===== config.mk =====
export PLATFORM = sky130hd
export DESIGN_NAME = id_stage_ctrl
export DESIGN_NICKNAME = d
export VERILOG_FILES = /design/src/rtl/riscv_pkg.sv /design/src/rtl/rs_use_decode.sv /design/src/rtl/id_stage_ctrl.sv
export SDC_FILE = /design/constraint.sdc
export NUM_CORES = 1
export LEC_CHECK = 0
export CAP_MARGIN = 20
export CORE_UTILIZATION = 42
export DETAILED_ROUTE_END_ITERATION = 16
export PLACE_DENSITY = 0.79
export SLEW_MARGIN = 0
export SYNTH_ARGS = -nofsm -noshare
export SYNTH_HDL_FRONTEND = slang
export SYNTH_SLANG_ARGS = --single-unit

===== constraint.sdc =====
create_clock -name clk -period 3.25 [get_ports clk]
set_input_delay 0.325 -clock clk [delete_from_list [all_inputs] [get_ports clk]]
set_output_delay 0.325 -clock clk [all_outputs]
set_load 0.02 [all_outputs]

===== src/rtl/riscv_pkg.sv =====
// Shared RV32 decode constants and ID-stage sequencer types.
package riscv_pkg;

    localparam logic [6:0] OP_R      = 7'b0110011;
    localparam logic [6:0] OP_I      = 7'b0010011;
    localparam logic [6:0] OP_LOAD   = 7'b0000011;
    localparam logic [6:0] OP_STORE  = 7'b0100011;
    localparam logic [6:0] OP_BRANCH = 7'b1100011;
    localparam logic [6:0] OP_JAL    = 7'b1101111;
    localparam logic [6:0] OP_JALR   = 7'b1100111;
    localparam logic [6:0] OP_LUI    = 7'b0110111;
    localparam logic [6:0] OP_AUIPC  = 7'b0010111;

    localparam logic [31:0] NOP_INST = 32'h00000013;

    typedef enum logic [1:0] {
        RUN      = 2'd0,
        LU_STALL = 2'd1,
        FLUSH    = 2'd2
    } id_state_t;

    // What the IF/ID register does this cycle.
    typedef enum logic [1:0] {
        ACT_ADVANCE = 2'd0,
        ACT_HOLD    = 2'd1,
        ACT_STALL   = 2'd2,
        ACT_SQUASH  = 2'd3
    } id_act_t;

endpackage


===== src/rtl/rs_use_decode.sv =====
// Opcode -> source-register usage; shared by hazard detection and forwarding.
module rs_use_decode
    import riscv_pkg::*;
(
    input  logic [6:0] opcode,
    output logic       uses_rs1,
    output logic       uses_rs2
);

    // Classify the opcode by which source register fields are real operands.
    always_comb begin
        uses_rs1 = 1'b0;
        uses_rs2 = 1'b0;
        case (opcode)
            OP_R, OP_STORE, OP_BRANCH: begin
                uses_rs1 = 1'b1;
                uses_rs2 = 1'b1;
            end
            OP_I, OP_LOAD, OP_JALR: begin
                uses_rs1 = 1'b1;
                uses_rs2 = 1'b0;
            end
            default: begin
                uses_rs1 = 1'b0;
                uses_rs2 = 1'b0;
            end
        endcase
    end

endmodule


===== src/rtl/id_stage_ctrl.sv =====
// Decode-stage sequencer: IF/ID register, load-use stall, redirect squash and
// saturating stall/flush counters.
module id_stage_ctrl
    import riscv_pkg::*;
#(
    parameter int PC_W  = 9,
    parameter int CNT_W = 32
) (
    input  logic             clk,
    input  logic             reset,
    input  logic             if_valid,
    input  logic [31:0]      if_inst,
    input  logic [PC_W-1:0]  if_pc,
    input  logic             ex_valid,
    input  logic             ex_mem_read,
    input  logic [4:0]       ex_rd,
    input  logic             ex_redirect,
    input  logic             ext_stall,
    output logic             id_valid,
    output logic [31:0]      id_inst,
    output logic [PC_W-1:0]  id_pc,
    output logic             pc_write,
    output logic             id_bubble,
    output logic [CNT_W-1:0] stall_cnt,
    output logic [CNT_W-1:0] flush_cnt
);

    localparam logic [CNT_W-1:0] CNT_ONE = {{(CNT_W-1){1'b0}}, 1'b1};
    localparam logic [CNT_W-1:0] CNT_MAX = {CNT_W{1'b1}};

    id_state_t state_r;
    id_state_t next_state_s;
    id_act_t   act_s;
    logic      uses_rs1_s;
    logic      uses_rs2_s;
    logic      hazard_s;

    rs_use_decode u_rs_use_decode (
        .opcode   (id_inst[6:0]),
        .uses_rs1 (uses_rs1_s),
        .uses_rs2 (uses_rs2_s)
    );

    assign hazard_s = id_valid & ex_valid & ex_mem_read & (ex_rd != 5'd0) &
                      ((uses_rs1_s & (id_inst[19:15] == ex_rd)) |
                       (uses_rs2_s & (id_inst[24:20] == ex_rd)));

    // State register.
    always_ff @(posedge clk or posedge reset) begin
        if (reset) begin
            state_r <= RUN;
        end else begin
            state_r <= next_state_s;
        end
    end

    // Next-state: redirect beats a freeze, which beats the hazard check.
    always_comb begin
        next_state_s = state_r;
        if (ex_redirect) begin
            next_state_s = FLUSH;
        end else if (ext_stall) begin
            next_state_s = state_r;
        end else begin
            case (state_r)
                RUN: begin
                    if (hazard_s) begin
                        next_state_s = LU_STALL;
                    end else begin
                        next_state_s = RUN;
                    end
                end
                LU_STALL: next_state_s = RUN;
                FLUSH:    next_state_s = RUN;
                default:  next_state_s = RUN;
            endcase
        end
    end

    // Outputs: fetch enable, bubble request and the ID register action.
    always_comb begin
        act_s     = ACT_ADVANCE;
        pc_write  = 1'b1;
        id_bubble = 1'b0;
        if (ex_redirect) begin
            act_s     = ACT_SQUASH;
            pc_write  = 1'b1;
            id_bubble = 1'b1;
        end else if (ext_stall) begin
            act_s     = ACT_HOLD;
            pc_write  = 1'b0;
            id_bubble = 1'b0;
        end else begin
            case (state_r)
                RUN: begin
                    if (hazard_s) begin
                        act_s     = ACT_STALL;
                        pc_write  = 1'b0;
                        id_bubble = 1'b1;
                    end else begin
                        act_s     = ACT_ADVANCE;
                        pc_write  = 1'b1;
                        id_bubble = 1'b0;
                    end
                end
                LU_STALL: begin
                    act_s     = ACT_ADVANCE;
                    pc_write  = 1'b1;
                    id_bubble = 1'b0;
                end
                FLUSH: begin
                    act_s     = ACT_SQUASH;
                    pc_write  = 1'b1;
                    id_bubble = 1'b1;
                end
                default: begin
                    act_s     = ACT_ADVANCE;
                    pc_write  = 1'b1;
                    id_bubble = 1'b0;
                end
            endcase
        end
    end

    // IF/ID pipeline register.
    always_ff @(posedge clk or posedge reset) begin
        if (reset) begin
            id_valid <= 1'b0;
            id_inst  <= NOP_INST;
            id_pc    <= {PC_W{1'b0}};
        end else begin
            case (act_s)
                ACT_ADVANCE: begin
                    id_valid <= if_valid;
                    id_inst  <= if_valid ? if_inst : NOP_INST;
                    id_pc    <= if_pc;
                end
                ACT_SQUASH: begin
                    id_valid <= 1'b0;
                    id_inst  <= NOP_INST;
                    id_pc    <= if_pc;
                end
                default: begin
                    id_valid <= id_valid;
                    id_inst  <= id_inst;
                    id_pc    <= id_pc;
                end
            endcase
        end
    end

    // Saturating performance counters.
    always_ff @(posedge clk or posedge reset) begin
        if (reset) begin
            stall_cnt <= {CNT_W{1'b0}};
            flush_cnt <= {CNT_W{1'b0}};
        end else begin
            if ((act_s == ACT_STALL) && (stall_cnt != CNT_MAX)) begin
                stall_cnt <= stall_cnt + CNT_ONE;
            end else begin
                stall_cnt <= stall_cnt;
            end
            if (ex_redirect && (flush_cnt != CNT_MAX)) begin
                flush_cnt <= flush_cnt + CNT_ONE;
            end else begin
                flush_cnt <= flush_cnt;
            end
        end
    end

endmodule


**Word-level counts from Yosys, hierarchy flattened**

Cells that the tools add are included.

- Flip-flop bits (word level): 108
- Bits of input ports: 53
- Logic and storage cells: 59

- Add/sub/neg operators: 2
- Equal/unequal tests: 14
- Muxes and demuxes: 21
- Bitwise operators: 7
- Reductions and logical operators: 9

Operator list:

| operator | number |
|---|---|
| 32-bit by 1-bit adder with 32-bit output, second input constant | 2 |
| 32-bit inequality test, second input constant | 2 |
| 32-bit one-hot mux with 2 select lines | 1 |
| 32-bit two-way mux | 1 |
| 7-bit by 6-bit equality test with 1-bit output, second input constant | 2 |
| 7-bit equality test, second input constant | 2 |
| 2-bit two-way mux | 6 |
| 5-bit equality test | 2 |
| 1-bit two-way mux | 10 |
| 7-bit by 2-bit equality test with 1-bit output, second input constant | 1 |
| 7-bit by 5-bit equality test with 1-bit output, second input constant | 1 |
| 1-bit AND | 6 |
| 2-bit equality test, second input constant | 3 |
| 6-bit OR reduction | 1 |
| 5-bit nonzero test | 1 |
| 2-bit logical NOT | 2 |
| 1-bit one-hot mux with 2 select lines | 2 |
| 2-bit one-hot mux with 2 select lines | 1 |
| 3-bit OR reduction | 1 |
| 1-bit logical AND | 2 |
| 2-bit inequality test, second input constant | 1 |
| 2-bit nonzero test | 1 |
| 2-bit OR reduction | 1 |
| 1-bit OR | 1 |

**Depth between registers and ports, before layout**

- Word-level depth: 12
- Depth in mapped cells: 11
- Mapped depth without buffers: 11

**Hierarchy**

A second synthesis with hierarchy kept.

- Cells, all modules: 428
- Area, all modules: 4944.7 um^2

By module, submodules not included:

| module | instances | cells each | area each (um^2) |
|---|---|---|---|
| id_stage_ctrl | 1 | 422 | 4887.2 |
| rs_use_decode | 1 | 6 | 57.6 |

**Worst setup path after synthesis**

No wires, ideal clock.

- Kind: reg-to-reg
- From: register id_inst[16]
- To: register id_inst[10]
- Setup time: 0.066 ns
- Arrival: 2.862 ns
- Data required time: 3.184 ns
- Path slack: 0.321 ns
- Cell stages (with the launch flop): 10
- Buffers on the path: 1
- Path through: dfrtp_1 -> xnor2_1 -> o2111ai_1 -> nor4_1 -> o221ai_1 -> a21oi_1 -> ha_1 -> nor3b_1 -> clkbuf_1 -> a22o_1

- Cells in the longest elaborated chain, start to end: 10

RTL lines:

| item | line | RTL |
|---|---|---|
| start: declaration | id_stage_ctrl.sv:20 | `output logic [31:0] id_inst,` |
| start signal: assignment | id_stage_ctrl.sv:135 | `id_inst <= if_valid ? if_inst : NOP_INST;` |
| start signal: assignment | id_stage_ctrl.sv:145 | `id_inst <= id_inst;` |
| 5-bit equality test (*) | id_stage_ctrl.sv:45 | `((uses_rs1_s & (id_inst[19:15] == ex_rd)) \|` |
| 1-bit AND (*) | id_stage_ctrl.sv:45 |  |
| 1-bit OR (*) | id_stage_ctrl.sv:45 |  |
| 1-bit AND (*) | id_stage_ctrl.sv:44 | `assign hazard_s = id_valid & ex_valid & ex_mem_read & (ex_rd != 5'd0) &` |
| 2-bit two-way mux (*) | id_stage_ctrl.sv:96 | `if (hazard_s) begin` |
| 2-bit one-hot mux with 2 select lines (*) | id_stage_ctrl.sv:94 | `case (state_r)` |
| 2-bit two-way mux (*) | id_stage_ctrl.sv:89 | `end else if (ext_stall) begin` |
| 2-bit two-way mux (*) | id_stage_ctrl.sv:85 | `if (ex_redirect) begin` |
| 2-bit equality test or 2-bit logical NOT (tied branches) | id_stage_ctrl.sv:132 | `case (act_s)` |
| 32-bit one-hot mux with 2 select lines or 2-bit nonzero test (tied branches) | -- |  |

Every way passes the cells marked *; elsewhere a longest branch is shown, timed or not.
A chain may end at the register's enable or synchronous reset.

**Worst setup path after layout**

- From: register id_inst[0]
- To: output id_bubble

- Cells in the longest elaborated chain, start to end: 10

RTL lines:

| item | line | RTL |
|---|---|---|
| 7-bit by 5-bit equality test with 1-bit output, or another cell as far along | rs_use_decode.sv:14 | `case (opcode)` |
| 6-bit OR reduction (no source line) or 3-bit OR reduction (tied branches) | -- |  |
| 1-bit two-way mux | rs_use_decode.sv:14 |  |
| 1-bit AND (on tied branches) | id_stage_ctrl.sv:45, id_stage_ctrl.sv:46 |  |
| 1-bit OR (*) | id_stage_ctrl.sv:45 |  |
| 1-bit AND (*) | id_stage_ctrl.sv:44 |  |
| 1-bit two-way mux (*) | id_stage_ctrl.sv:96 |  |
| 1-bit one-hot mux with 2 select lines (*) | id_stage_ctrl.sv:94 |  |
| 1-bit two-way mux (*) | id_stage_ctrl.sv:89 |  |
| 1-bit two-way mux (*) | id_stage_ctrl.sv:85 |  |
| end: declaration | id_stage_ctrl.sv:23 | `output logic id_bubble,` |

Marked as above.

==> reports/metrics.yaml <==
max_clock_freq_ghz: 0.333
ant_nets: 0
syn-num-nets: 480
cellInternalPower_uw: 2490
place_inst: 716
worst_pin_slew_ns: 0.688
clock-sinks: 108
pwr-share-seq: 0.461
slowest_delay_ns: 0.65
place_ws_ns: 0.00157
n_fill_cell: 897
fp.dieH_um: 110
ys_warn_count: 0
synth_top_area_share: 0.539
synth_top_area_cell: "dfrtp_1"
synth_edf_count: 0
powerDensity_nw_per_um2: 502
rows: 38
synthFlopType: "dfrtp_1"
status: "completed"
antenna_found_initial: 0
worstSkewPairLatency_ns: 0.35
cts_made_buffers: 9
hold_viol: 0
first_global_vias: 3903
cp.required_ns: 2.92
grt_usage: 0.217
synthCells: 422
crit_buf_inv: 2
rsz0062_at_grt: "true"
clock_skew_ns: 0.0110
syn_area_per_cell_sq_um: 11.6
total_power_uw: 3510
crit_path_start_kind: "register"
slew-limit-headroom: 0.538
r2r_slack_ns: 0.32
drt_iter0_markers: 172
yosysSeqAreaShare: 0.555
synth.cell_area_sq_um: 4880
io_pins: 161
synth_cell_types: 44
cts.repair.resized: 0
overflow: 0
path_delay_family: "buffers and inverters"
fin_ws_ns: 0.247
floorplan.initialDensity: 0.440
area_growth_pct: 43.1
peakVddDrop_mv: 0.576
viasPerCell: 5.34
path_clk_slew_ns: 0.07
cp_cell_sequence: "nand4_1 > nor4b_1 > o221ai_1 > buf_4 > a21oi_1 > clkdlybuf4s50_1"
routed_wl_mm: 12.3
holdBufCountCts: 0
drive_above_1_share: 0.0777
cts_root_buffer: "clkbuf_16"
reg2regPathDepth: 10
pwr-share-clk: 0.314
worstSetupEndpointType: "output port"
setup_viol: 0
path_depth: 6
switching_power_uw: 1020
diodes: 0
grt_max_degree: 59
maxCapViolations: 0
p_leak_uw: 0.00315
final.min_clock_period_ns: 3.00
slew_violations: 0
io_buffers: 160
cts_max_level: 3
cts_tree: "built"
cp.arrival_ns: 2.68
dr.pass1.iters: 4
pwr-share-comb: 0.225
async_flop_share: 1.00
post_cts_buffers: 0
drc: 0
die-area_sq_um: 12100
final-instance-count-excl-fill: 732
finalCritPeriodShare: 0.924
wire_per_inst_um: 16.8
ys_ff_latch: 108
cts_buffer_depth: 2
grt_pass1_wl_mm: 19.9
num_vias: 3912
die_w_um: 110
core_region_area_sq_um: 11100
hold_path.class: "input port to asynchronous set/reset pin"
routabilityCongestion: 0.940
dp_hpwl_mm: 8.97
cp_slowest_cell: "clkdlybuf4s50_1"
switching_share: 0.290
yosys-top-cells-area: "dfrtp_1, xor2_1, xnor2_1"
critPathMaxFanout: 3
fin_nets: 645
crit_type: "register to output port"
==> synth_stat cells, drive strengths merged (3+ instances only) <==
| cell | number |
|---|---|
| nand3 | 23 |
| mux2 | 11 |
| nor2 | 19 |
| a22o | 28 |
| dfrtp | 105 |
| xor2 | 40 |
| nand2b | 3 |
| o21ai | 3 |
| inv | 14 |
| clkbuf | 10 |
| and3 | 14 |
| nand4 | 21 |
| nor3 | 17 |
| dfstp | 3 |
| nor4 | 10 |
| buf | 3 |
| a21oi | 6 |
| nand2 | 24 |
| ha | 5 |
| xnor2 | 31 |
| and4 | 14 |
==> layout make-up <==
cell class	count	area (sq um)	area share
repair buffers	167	1680	0.240
flip-flops and latches	108	2710	0.388
well taps	140	175	0.0251
clock buffers	10	239	0.0342
clock inverters	6	61.3	0.00878
inverters	14	55.1	0.00788
multi-input cells	287	2070	0.296
==> flip-flops by register name, indices dropped and copies added (netlist names) <==
name and flops:
flush_cnt 32, id_inst 32, stall_cnt 32, id_pc 9, state_r 2, id_valid 1
==> metal layers <==
metal / part of all wire / vias up / GRT usage
li1: - / 1843 / -
met2: 0.50 / 122 / 0.357
met1: 0.43 / 1937 / 0.275
met3: 0.062 / 10 / 0.0747
met4: 0.0094 / 0 / 0.0495
met5: 0 / - / 0
==> cells by family (layout without fill, tap and decap cells) <==
kind of cell               after synthesis  in the layout  share of synthesized area
AOI/OAI and AO/OA                       47             47                     0.0764
and+or+nand+nor                        153            153                      0.180
DFF                                    108            108                      0.555
buffers and inverters                   27            197                     0.0226
adders and majority gates                5              5                     0.0128
xor gates and xnor gates                71             71                      0.127
muxes                                   11             11                     0.0262
==> metrics by stage <==
stage | instance area (sq um) | hold slack [ns] | TNS, ns | util
final | 6980 | 0.431 | 0 | 0.630
after CTS | 6980 | 0.448 | 0 | 0.630
after detailed placement | 6680 | 0.478 | 0 | 0.603
after global placement | 6680 | 0.473 | 0 | 0.603
after floorplan | 4880 | 0.443 | 0 | -
after global routing | 6980 | 0.490 | -0.109 | 0.630
==> power by group through the flow <==
stage          Clock [uW]  Combinational (uW)  Sequential [uW]
2_1_floorplan           0                 247             1760
3_3_place_gp            0                 775             1630
3_5_place_dp            0                 792             1630
4_1_cts              1130                 797             1610
5_1_grt              1190                 842             1630
6_report             1100                 789             1620
==> final timing paths <==
| check | start | endpoint |
|---|---|---|
| min reg2reg | flush_cnt[23] | flush_cnt[23] |
| min | reset | stall_cnt[19] |
| max in group asynchronous | reset | id_inst[0] |
| min in group clk | flush_cnt[23] | flush_cnt[23] |
| max reg2reg | id_inst[0] | stall_cnt[29] |
| max | id_inst[0] | id_bubble |
==> cell usage in the layout, fill, tap and decap left out, drive strengths merged, types with 3 or more instances in the layout <==
master | synthesis | final
nand3 | 23 | 23
xnor2 | 31 | 31
o21ai | 3 | 3
buf | 3 | 7
xor2 | 40 | 40
nand2 | 24 | 24
clkdlybuf4s50 | 0 | 160
ha | 5 | 5
clkbuf | 10 | 10
a21oi | 6 | 6
nor2 | 19 | 19
a22o | 28 | 28
nor4 | 10 | 10
and3 | 14 | 14
nand2b | 3 | 3
dfstp | 3 | 3
and4 | 14 | 14
nor3 | 17 | 17
nand4 | 21 | 21
dfrtp | 105 | 105
mux2 | 11 | 11
inv | 14 | 15
clkinv | 0 | 3
(Power assumes the default switching activity.)
